### config.mk
export PLATFORM = sky130hd
export DESIGN_NAME = multicycle_controller
export DESIGN_NICKNAME = d
export VERILOG_FILES = /design/src/rtl/multicycle_controller.sv
export SDC_FILE = /design/constraint.sdc
export NUM_CORES = 1
export LEC_CHECK = 0
export ABC_AREA = 1
export ABC_CLOCK_PERIOD_IN_PS = 1900
export CORE_MARGIN = 3
export CORE_UTILIZATION = 55
export CTS_CLUSTER_SIZE = 24
export DETAILED_ROUTE_END_ITERATION = 7
export DONT_BUFFER_PORTS = 1
export PLACE_DENSITY_LB_ADDON = 0.05
export SETUP_SLACK_MARGIN = 0.1
export SYNTH_ARGS = -nofsm -noshare
export SYNTH_HDL_FRONTEND = slang
export SYNTH_SLANG_ARGS = --single-unit
### constraint.sdc
create_clock -name Clk -period 1.9 [get_ports Clk]
set_input_delay 0.19 -clock Clk [delete_from_list [all_inputs] [get_ports Clk]]
set_output_delay 0.19 -clock Clk [all_outputs]
set_load 0.03 [all_outputs]
### src/rtl/multicycle_controller.sv
// Multi-cycle MIPS controller: sequences fetch/decode/execute/memory/write-back
// so that one ALU and one unified memory port are shared across cycles.
// Waits on MemReady in FETCH/MEMRD/MEMWR, with an optional timeout into FAULT.
module multicycle_controller #(
  parameter int ALUCTL_W    = 4,
  parameter int CNT_W       = 32,
  parameter int MEM_TIMEOUT = 16,
  parameter int TIMEOUT_EN  = 1
) (
  input  logic                Clk,
  input  logic                Reset,
  input  logic [31:0]         Instruction,
  input  logic                MemReady,
  input  logic                Zero,
  input  logic                AluLsb,
  output logic                IRWrite,
  output logic                PCWrite,
  output logic [1:0]          PCSrc,
  output logic                IorD,
  output logic                MemRead,
  output logic                MemWrite,
  output logic [1:0]          BHW,
  output logic                DataMemExtendSign,
  output logic                RegWrite,
  output logic [1:0]          RegDst,
  output logic [1:0]          RegDataSel,
  output logic                MemtoReg,
  output logic [ALUCTL_W-1:0] ALUControl,
  output logic [1:0]          ALUASrc,
  output logic [2:0]          ALUBSrc,
  output logic                ExtendSign,
  output logic [3:0]          State,
  output logic [CNT_W-1:0]    Retired,
  output logic                Fault
);

  typedef enum logic [3:0] {
    S_FETCH   = 4'd0,
    S_DECODE  = 4'd1,
    S_EXEC    = 4'd2,
    S_ALUWB   = 4'd3,
    S_MEMADDR = 4'd4,
    S_MEMRD   = 4'd5,
    S_MEMWR   = 4'd6,
    S_MEMWB   = 4'd7,
    S_BRANCH  = 4'd8,
    S_JUMP    = 4'd9,
    S_FAULT   = 4'd10
  } state_t;

  // Opcodes
  localparam logic [5:0] OP_RTYPE  = 6'h00;
  localparam logic [5:0] OP_REGIMM = 6'h01;
  localparam logic [5:0] OP_J      = 6'h02;
  localparam logic [5:0] OP_JAL    = 6'h03;
  localparam logic [5:0] OP_BEQ    = 6'h04;
  localparam logic [5:0] OP_BNE    = 6'h05;
  localparam logic [5:0] OP_BGTZ   = 6'h07;
  localparam logic [5:0] OP_ADDI   = 6'h08;
  localparam logic [5:0] OP_ADDIU  = 6'h09;
  localparam logic [5:0] OP_SLTI   = 6'h0A;
  localparam logic [5:0] OP_SLTIU  = 6'h0B;
  localparam logic [5:0] OP_ANDI   = 6'h0C;
  localparam logic [5:0] OP_ORI    = 6'h0D;
  localparam logic [5:0] OP_XORI   = 6'h0E;
  localparam logic [5:0] OP_LUI    = 6'h0F;
  localparam logic [5:0] OP_SPEC2  = 6'h1C;
  localparam logic [5:0] OP_LB     = 6'h20;
  localparam logic [5:0] OP_LW     = 6'h23;
  localparam logic [5:0] OP_LBU    = 6'h24;
  localparam logic [5:0] OP_SW     = 6'h2B;

  // R-type functs
  localparam logic [5:0] F_SLL  = 6'h00;
  localparam logic [5:0] F_SRL  = 6'h02;  // ROTR when IR[21]=1
  localparam logic [5:0] F_SLLV = 6'h04;
  localparam logic [5:0] F_SRLV = 6'h06;  // ROTRV when IR[6]=1
  localparam logic [5:0] F_JR   = 6'h08;
  localparam logic [5:0] F_MOVZ = 6'h0A;
  localparam logic [5:0] F_ADD  = 6'h20;
  localparam logic [5:0] F_ADDU = 6'h21;
  localparam logic [5:0] F_SUB  = 6'h22;
  localparam logic [5:0] F_SUBU = 6'h23;
  localparam logic [5:0] F_AND  = 6'h24;
  localparam logic [5:0] F_OR   = 6'h25;
  localparam logic [5:0] F_XOR  = 6'h26;
  localparam logic [5:0] F_NOR  = 6'h27;
  localparam logic [5:0] F_SLT  = 6'h2A;
  localparam logic [5:0] F_SLTU = 6'h2B;

  // SPECIAL2 functs
  localparam logic [5:0] F2_MUL = 6'h02;
  localparam logic [5:0] F2_CLZ = 6'h20;
  localparam logic [5:0] F2_CLO = 6'h21;

  // ALU A-input: rs, shamt field, constant 16 (LUI), constant zero
  localparam logic [1:0] A_RS    = 2'd0;
  localparam logic [1:0] A_SHAMT = 2'd1;
  localparam logic [1:0] A_C16   = 2'd2;
  localparam logic [1:0] A_ZERO  = 2'd3;
  // ALU B-input: rt, extended immediate, constant zero
  localparam logic [2:0] B_RT    = 3'd0;
  localparam logic [2:0] B_IMM   = 3'd1;
  localparam logic [2:0] B_ZERO  = 3'd2;

  localparam int WAIT_W = $clog2(MEM_TIMEOUT + 1);
  localparam logic [WAIT_W-1:0] WAIT_LIMIT = WAIT_W'(MEM_TIMEOUT);
  localparam bit TO_ON = (TIMEOUT_EN != 0);

  state_t             state_q, state_d;
  logic [31:0]        ir_q, ir_d;
  logic [CNT_W-1:0]   retired_q, retired_d;
  logic               fault_q, fault_d;
  logic [WAIT_W-1:0]  wait_q, wait_d;

  logic [5:0] opcode, funct;
  logic [4:0] rt;
  assign opcode = ir_q[31:26];
  assign funct  = ir_q[5:0];
  assign rt     = ir_q[20:16];

  logic       is_jr, is_jal, is_movz, is_load, is_store, is_branch, is_jump;
  logic       is_byte, is_rfmt;
  logic       alu_ok;
  logic [3:0] alu_ctl;
  logic [1:0] alu_a;
  logic [2:0] alu_b;
  logic       alu_ext;
  logic       mem_wait, timed_out;

  assign is_jr     = (opcode == OP_RTYPE) && (funct == F_JR);
  assign is_jal    = (opcode == OP_JAL);
  assign is_movz   = (opcode == OP_RTYPE) && (funct == F_MOVZ);
  assign is_rfmt   = (opcode == OP_RTYPE) || (opcode == OP_SPEC2);
  assign is_load   = (opcode == OP_LW) || (opcode == OP_LB) || (opcode == OP_LBU);
  assign is_store  = (opcode == OP_SW);
  assign is_byte   = (opcode == OP_LB) || (opcode == OP_LBU);
  assign is_branch = (opcode == OP_BEQ) || (opcode == OP_BNE) || (opcode == OP_BGTZ) ||
                     ((opcode == OP_REGIMM) && (rt == 5'd0 || rt == 5'd1));
  assign is_jump   = (opcode == OP_J) || is_jal || is_jr;

  // ALU op decode for arithmetic/logic instructions; alu_ok marks a legal ALU op
  always_comb begin
    alu_ok  = 1'b0;
    alu_ctl = 4'd0;
    alu_a   = A_RS;
    alu_b   = B_RT;
    alu_ext = 1'b0;
    case (opcode)
      OP_RTYPE: begin
        case (funct)
          F_SLL:  begin alu_ok = 1'b1; alu_ctl = 4'd10; alu_a = A_SHAMT; end
          F_SRL:  if (ir_q[21]) begin alu_ok = 1'b1; alu_ctl = 4'd13; alu_a = A_SHAMT; end
          F_SLLV: begin alu_ok = 1'b1; alu_ctl = 4'd10; end
          F_SRLV: if (ir_q[6]) begin alu_ok = 1'b1; alu_ctl = 4'd13; end
          // MOVZ passes rt through (0 + rt) so Zero reflects rt == 0
          F_MOVZ: begin alu_ok = 1'b1; alu_ctl = 4'd2; alu_a = A_ZERO; end
          F_ADD, F_ADDU: begin alu_ok = 1'b1; alu_ctl = 4'd2;  end
          F_SUB, F_SUBU: begin alu_ok = 1'b1; alu_ctl = 4'd6;  end
          F_AND:  begin alu_ok = 1'b1; alu_ctl = 4'd0;  end
          F_OR:   begin alu_ok = 1'b1; alu_ctl = 4'd1;  end
          F_XOR:  begin alu_ok = 1'b1; alu_ctl = 4'd4;  end
          F_NOR:  begin alu_ok = 1'b1; alu_ctl = 4'd3;  end
          F_SLT:  begin alu_ok = 1'b1; alu_ctl = 4'd7;  end
          F_SLTU: begin alu_ok = 1'b1; alu_ctl = 4'd14; end
          default: ;
        endcase
      end
      OP_SPEC2: begin
        case (funct)
          F2_MUL:         begin alu_ok = 1'b1; alu_ctl = 4'd9;  end
          F2_CLZ, F2_CLO: begin alu_ok = 1'b1; alu_ctl = 4'd12; end
          default: ;
        endcase
      end
      OP_ADDI, OP_ADDIU: begin alu_ok = 1'b1; alu_ctl = 4'd2;  alu_b = B_IMM; alu_ext = 1'b1; end
      OP_SLTI:  begin alu_ok = 1'b1; alu_ctl = 4'd7;  alu_b = B_IMM; alu_ext = 1'b1; end
      OP_SLTIU: begin alu_ok = 1'b1; alu_ctl = 4'd14; alu_b = B_IMM; alu_ext = 1'b1; end
      OP_ANDI:  begin alu_ok = 1'b1; alu_ctl = 4'd0;  alu_b = B_IMM; end
      OP_ORI:   begin alu_ok = 1'b1; alu_ctl = 4'd1;  alu_b = B_IMM; end
      OP_XORI:  begin alu_ok = 1'b1; alu_ctl = 4'd4;  alu_b = B_IMM; end
      OP_LUI:   begin alu_ok = 1'b1; alu_ctl = 4'd10; alu_a = A_C16; alu_b = B_IMM; end
      default: ;
    endcase
  end

  assign mem_wait  = (state_q == S_FETCH) || (state_q == S_MEMRD) || (state_q == S_MEMWR);
  // MemReady on the limit cycle wins over the timeout
  assign timed_out = TO_ON && mem_wait && !MemReady && (wait_q == WAIT_LIMIT);

  // Next-state and control outputs
  always_comb begin
    state_d           = state_q;
    ir_d              = ir_q;
    IRWrite           = 1'b0;
    PCWrite           = 1'b0;
    PCSrc             = 2'd0;
    IorD              = 1'b0;
    MemRead           = 1'b0;
    MemWrite          = 1'b0;
    BHW               = 2'd0;
    DataMemExtendSign = 1'b0;
    RegWrite          = 1'b0;
    RegDst            = 2'd0;
    RegDataSel        = 2'd0;
    MemtoReg          = 1'b0;
    ALUControl        = '0;
    ALUASrc           = 2'd0;
    ALUBSrc           = 3'd0;
    ExtendSign        = 1'b0;
    case (state_q)
      S_FETCH: begin
        MemRead = 1'b1;
        BHW     = 2'd2;
        if (MemReady) begin
          IRWrite = 1'b1;
          PCWrite = 1'b1;
          ir_d    = Instruction;
          state_d = S_DECODE;
        end else if (timed_out) begin
          state_d = S_FAULT;
        end
      end
      S_DECODE: begin
        if (ir_q == 32'd0)               state_d = S_FETCH;
        else if (alu_ok)                 state_d = S_EXEC;
        else if (is_load || is_store)    state_d = S_MEMADDR;
        else if (is_branch)              state_d = S_BRANCH;
        else if (is_jump)                state_d = S_JUMP;
        else                             state_d = S_FAULT;
      end
      S_EXEC: begin
        ALUControl = ALUCTL_W'(alu_ctl);
        ALUASrc    = alu_a;
        ALUBSrc    = alu_b;
        ExtendSign = alu_ext;
        state_d    = S_ALUWB;
      end
      S_ALUWB: begin
        ALUControl = ALUCTL_W'(alu_ctl);
        ALUASrc    = alu_a;
        ALUBSrc    = alu_b;
        ExtendSign = alu_ext;
        RegWrite   = 1'b1;
        RegDst     = is_rfmt ? 2'd1 : 2'd0;
        if (is_movz) begin
          RegWrite   = Zero;
          RegDataSel = 2'd2;
        end
        state_d = S_FETCH;
      end
      S_MEMADDR: begin
        ALUControl = ALUCTL_W'(4'd2);
        ALUBSrc    = B_IMM;
        ExtendSign = 1'b1;
        state_d    = is_store ? S_MEMWR : S_MEMRD;
      end
      S_MEMRD, S_MEMWR: begin
        ALUControl        = ALUCTL_W'(4'd2);
        ALUBSrc           = B_IMM;
        ExtendSign        = 1'b1;
        IorD              = 1'b1;
        MemRead           = (state_q == S_MEMRD);
        MemWrite          = (state_q == S_MEMWR);
        BHW               = is_byte ? 2'd0 : 2'd2;
        DataMemExtendSign = (opcode == OP_LB) || (opcode == OP_LW);
        if (MemReady)       state_d = (state_q == S_MEMRD) ? S_MEMWB : S_FETCH;
        else if (timed_out) state_d = S_FAULT;
      end
      S_MEMWB: begin
        RegWrite = 1'b1;
        MemtoReg = 1'b1;
        state_d  = S_FETCH;
      end
      S_BRANCH: begin
        PCSrc = 2'd1;
        if (opcode == OP_REGIMM) begin
          ALUControl = ALUCTL_W'(4'd7);
          ALUBSrc    = B_ZERO;
          PCWrite    = (rt == 5'd0) ? AluLsb : !AluLsb;
        end else if (opcode == OP_BGTZ) begin
          ALUControl = ALUCTL_W'(4'd11);
          ALUBSrc    = B_ZERO;
          PCWrite    = AluLsb;
        end else begin
          ALUControl = ALUCTL_W'(4'd6);
          PCWrite    = (opcode == OP_BEQ) ? Zero : !Zero;
        end
        state_d = S_FETCH;
      end
      S_JUMP: begin
        PCWrite = 1'b1;
        PCSrc   = is_jr ? 2'd3 : 2'd2;
        if (is_jal) begin
          RegWrite   = 1'b1;
          RegDst     = 2'd2;
          RegDataSel = 2'd1;
        end
        state_d = S_FETCH;
      end
      S_FAULT: state_d = S_FAULT;
      default: state_d = S_FAULT;
    endcase
  end

  // Retire count, sticky fault and memory wait counter
  always_comb begin
    retired_d = retired_q;
    if (state_q != S_FETCH && state_d == S_FETCH)
      retired_d = retired_q + CNT_W'(1);
    fault_d = fault_q | (state_d == S_FAULT);
    wait_d  = wait_q;
    if (state_d != state_q)
      wait_d = '0;
    else if (mem_wait && !MemReady && wait_q != WAIT_LIMIT)
      wait_d = wait_q + WAIT_W'(1);
  end

  // State registers with synchronous active-low reset
  always_ff @(posedge Clk) begin
    if (!Reset) begin
      state_q   <= S_FETCH;
      ir_q      <= '0;
      retired_q <= '0;
      fault_q   <= 1'b0;
      wait_q    <= '0;
    end else begin
      state_q   <= state_d;
      ir_q      <= ir_d;
      retired_q <= retired_d;
      fault_q   <= fault_d;
      wait_q    <= wait_d;
    end
  end

  assign State   = state_q;
  assign Retired = retired_q;
  assign Fault   = fault_q;

endmodule

==> results by group <==
Clock tree
  • H-Tree Depth: 3
  • Worst-skew pair later-pin latency: 0.38 ns
  • Inserted Clock Buffers: 9
  • CTS max path bufs: 2
  • CTS tree: yes
  • Worst-path clk slew: 0.10 ns
  • Root buffer cell: clkbuf_8
  • Clock tree sinks: 74

Timing
  • Final count of pins violating max slew: 0
  • RSZ-0062 raised after global routing: true
  • Hold Worst Slack: ~0.0057 ns
  • Final Hold Violating Endpoints: 0
  • Final setup violation count: 57
  • Max Fclk: 401 MHz
  • Relative slew slack: 64.4%
  • Post-layout minimum cycle time: 2.50 ns
  • Actual slew at the worst max-slew pin: between 0.5 and 0.6 ns
  • Post-route worst setup slack: -0.596 ns
  • Clock Skews: ~0.021 ns
  • Final period utilization: 131%

Yosys
  • Cells after synthesis: ~800
  • Cell area after synthesis: 0.00475 mm²
  • Ys flop type: dfxtp_1
  • Distinct cells, synth: 37
  • Yosys Warn Count: 0
  • Asr flop ratio synth: 0%
  • Seq cells post-synth: 74
  • Syn Area/Cell: 6.07 µm²
  • Post-synth EDFFs: 0
  • Post-synthesis sequential area ratio: 31.2%

Global routing
  • Grt ovf: 0
  • Vias in the first global route: about 5700
  • Overall Global Routing Usage: 32.5%
  • Largest net degree at the start of global routing: between 60 and 70
  • Initial antenna violation count: 0
  • First-pass GRT wire length: 26100 µm

Critical path
  • Buf/Inv on CP: 5
  • Highest-delay cell along the critical path: dfxtp_2
  • Crit Path Category: register to output port
  • R2r worst-path depth: 16
  • Critical Path Fanout Max: 3
  • Worst endpoint required time: 1.71 ns
  • CP top delay family: simple AND/OR/NAND/NOR gates
  • Critical path cell sequence: buf_4 -> inv_1 -> nor2_1 -> nand2_1 -> buf_4 -> nand2_1 -> inv_1 -> nand2_1 -> o2111ai_1 -> nand3_2 -> buf_6
  • FF-to-FF Start: ir_q[0]
  • Endpoint class of the critical path: output port
  • Most used cell along the critical path: nand2_1
  • Worst reg2reg endpoint: Retired[15]
  • Slowest Stage Delay on Critical Path: 0.40 ns
  • Startpoint Class: register
  • Critical Path AT: between 2 and 2.5 ns
  • Worst reg2reg setup slack: -0.57 ns

Power and ir drop
  • Lkg Pwr: ~0.0036 µW
  • Clock network fraction of total power: approximately a tenth
  • Sw Share: between 40% and 50%
  • Sequential power share: 16.1%
  • P_sw: approximately 7100 µW
  • Pwr dens: 1850 mW/mm²
  • Peak VDD IR: about 1.5 mV
  • Comb pwr share: 73.9%
  • Internal Power: 7260 µW

Die
  • DIE AREA: 0.00978 mm²
  • Die W: 98.9 µm
  • I/O pin cnt: 100
  • DIE HEIGHT: 98.9 µm
  • Placeable Area: 0.00830 mm²
  • Row cnt: 33
  • Starting Density: a little under three fifths

Routing
  • First-pass detailed-route iteration total: 8
  • Wire per inst: 23.9 µm
  • Iter 0 DRT Violations: 1044
  • Routed WL: 26100 µm
  • Vias per inst: 6.77
  • Total number of vias: between 7000 and 8000
  • Antenna-violating nets left: 0
  • Drt drc: 18

Finish
  • # diodes: 0
  • Layout cells sized above 1: 42.0%
  • Layout Nets: 1020
  • Design area: about 0.0078 mm²
  • Filler cells: 271
  • Area Overhead vs Synth: 64.3%
  • Final cell count without fillers: between 1000 and 1500

Place
  • Number of placed cells counting well taps: 1020
  • Post-DP HPWL: about 11000 µm
  • Dpl cell area: 0.00609 mm²
  • GP Congestion: between 1 and 1.5
  • Port bufs: 0
  • Worst slack at placement: -0.295 ns

Status
  • Failing checks: DRC, setup timing
  • Outcome: complete, but fails checks

Worst hold path
  • Hold EP: ir_q[19]
  • Hold Path Stages: 2
  • Tightest Hold Check Type: primary input to register
  • Hold_sp: Instruction[19]

Job
  • Max-Cap Viols: 0
cell type report:
class / count / area (µm²) / area share, %
clock buffers: 9 / 124 / 1.59
clock inverters: 7 / 90.1 / 1.16
inverters: 152 / 608 / 7.80
multi-input cells: 528 / 3240 / 41.5
flip-flops and latches: 74 / 1530 / 19.7
well taps: 105 / 131 / 1.68
repair buffers: 215 / 2070 / 26.6
cells by family after synthesis:
| logic type | share of synthesized area, % |
|---|---|
| fa+ha+maj | 0.791 |
| simple gates | 41.5 |
| buf+inv | 15.6 |
| compound gates | 9.78 |
| flops | 31.2 |
| xor+xnor | 1.11 |
| other cells | 0.0790 |
synthesized netlist by cell type (2+ instances only):
library cell / number / area [µm²]
buf_4: 9 / 67.6
nand3_1: 60 / 300
inv_1: 144 / 541
nor2_1: 124 / 465
nand2_2: 5 / 31.3
xor2_1: 4 / 35.0
a21oi_1: 35 / 175
dfxtp_1: 74 / 1480
nor2_2: 4 / 25.0
xnor2_1: 2 / 17.5
inv_2: 7 / 26.3
nand2_1: 151 / 567
o21ai_0: 46 / 230
nand4_1: 46 / 288
nor4_1: 7 / 43.8
a31oi_1: 2 / 12.5
nor3_1: 16 / 80.1
nor2_4: 6 / 67.6
nand3b_1: 2 / 15.0
nor3_2: 2 / 20.0
buf_1: 2 / 7.51
clkbuf_1: 12 / 45.0
buf_6: 3 / 33.8
ha_1: 3 / 37.5
o2111ai_1: 2 / 17.5
buf_2: 3 / 15.0
per-stage QoR:
step	util, %	total power (µW)	TNS (ns)
global route	94.0	14600	-29.82
floorplan	-	5900	-0.131
global placement	73.4	8190	-6.06
CTS	83.4	10800	-9.00
finish	94.0	14400	-23.41
detailed placement	73.4	8330	-8.24
worst max-delay path by stage:
stage | start | to | slack, ns | cells after the start
final | ir_q[26] | PCWrite | -0.60 | 11
after global routing | ir_q[3] | Retired[30] | -0.74 | 17
after CTS | ir_q[3] | ALUControl[0] | -0.28 | 11
after detailed placement | ir_q[26] | Retired[16] | -0.29 | 15
after global placement | ir_q[4] | Retired[21] | -0.21 | 14
after floorplan | State[0] | RegWrite | -0.08 | 8
registers in the layout, summed over array words and instances, names as in the netlist:
name	count
Retired	32
ir_q	32
Fault	1
wait_q	5
State	4
what timing repair did:
action / CTS / global route
endpoints found under the hold margin: 67 / 0
hold buffers: 5 / 0
gates resized for setup: 106 / 143
gates cloned: 2 / 8
pin swaps: 32 / 106
endpoints found under the setup margin: 58 / 61
setup buffers: 20 / 20
metal layers:
| layer | GRT usage, % | up-vias | share of wire (%) |
|---|---|---|---|
| met5 | 0 | - | 0 |
| met4 | 17.8 | 0 | 12 |
| met3 | 7.15 | 368 | 14 |
| met2 | 56.4 | 853 | 44 |
| met1 | 36.9 | 3264 | 31 |
| li1 | - | 2889 | - |
layout by cell type, fill, tap and decap left out, types with 21 or more instances in the layout:
| cell | synthesis | routed |
|---|---|---|
| dfxtp_1 | 74 | 55 |
| inv_1 | 144 | 128 |
| nand2_2 | 5 | 21 |
| nand4_1 | 46 | 46 |
| nand2_1 | 151 | 124 |
| o21ai_0 | 46 | 37 |
| nor2_2 | 4 | 25 |
| nor2_1 | 124 | 81 |
| nor2_4 | 6 | 28 |
| nand3_1 | 60 | 36 |
| buf_4 | 9 | 153 |
| a21oi_1 | 35 | 33 |
| buf_6 | 3 | 37 |
power by group through the flow:
stage	Clock, µW	Combinational [µW]	Sequential (µW)
after floorplan	0	3640	2250
after global placement	0	6030	2170
after detailed placement	0	6160	2180
after CTS	1370	7220	2180
after global routing	1450	10800	2340
final	1440	10600	2330
Power figures use the tool's default switching activity.
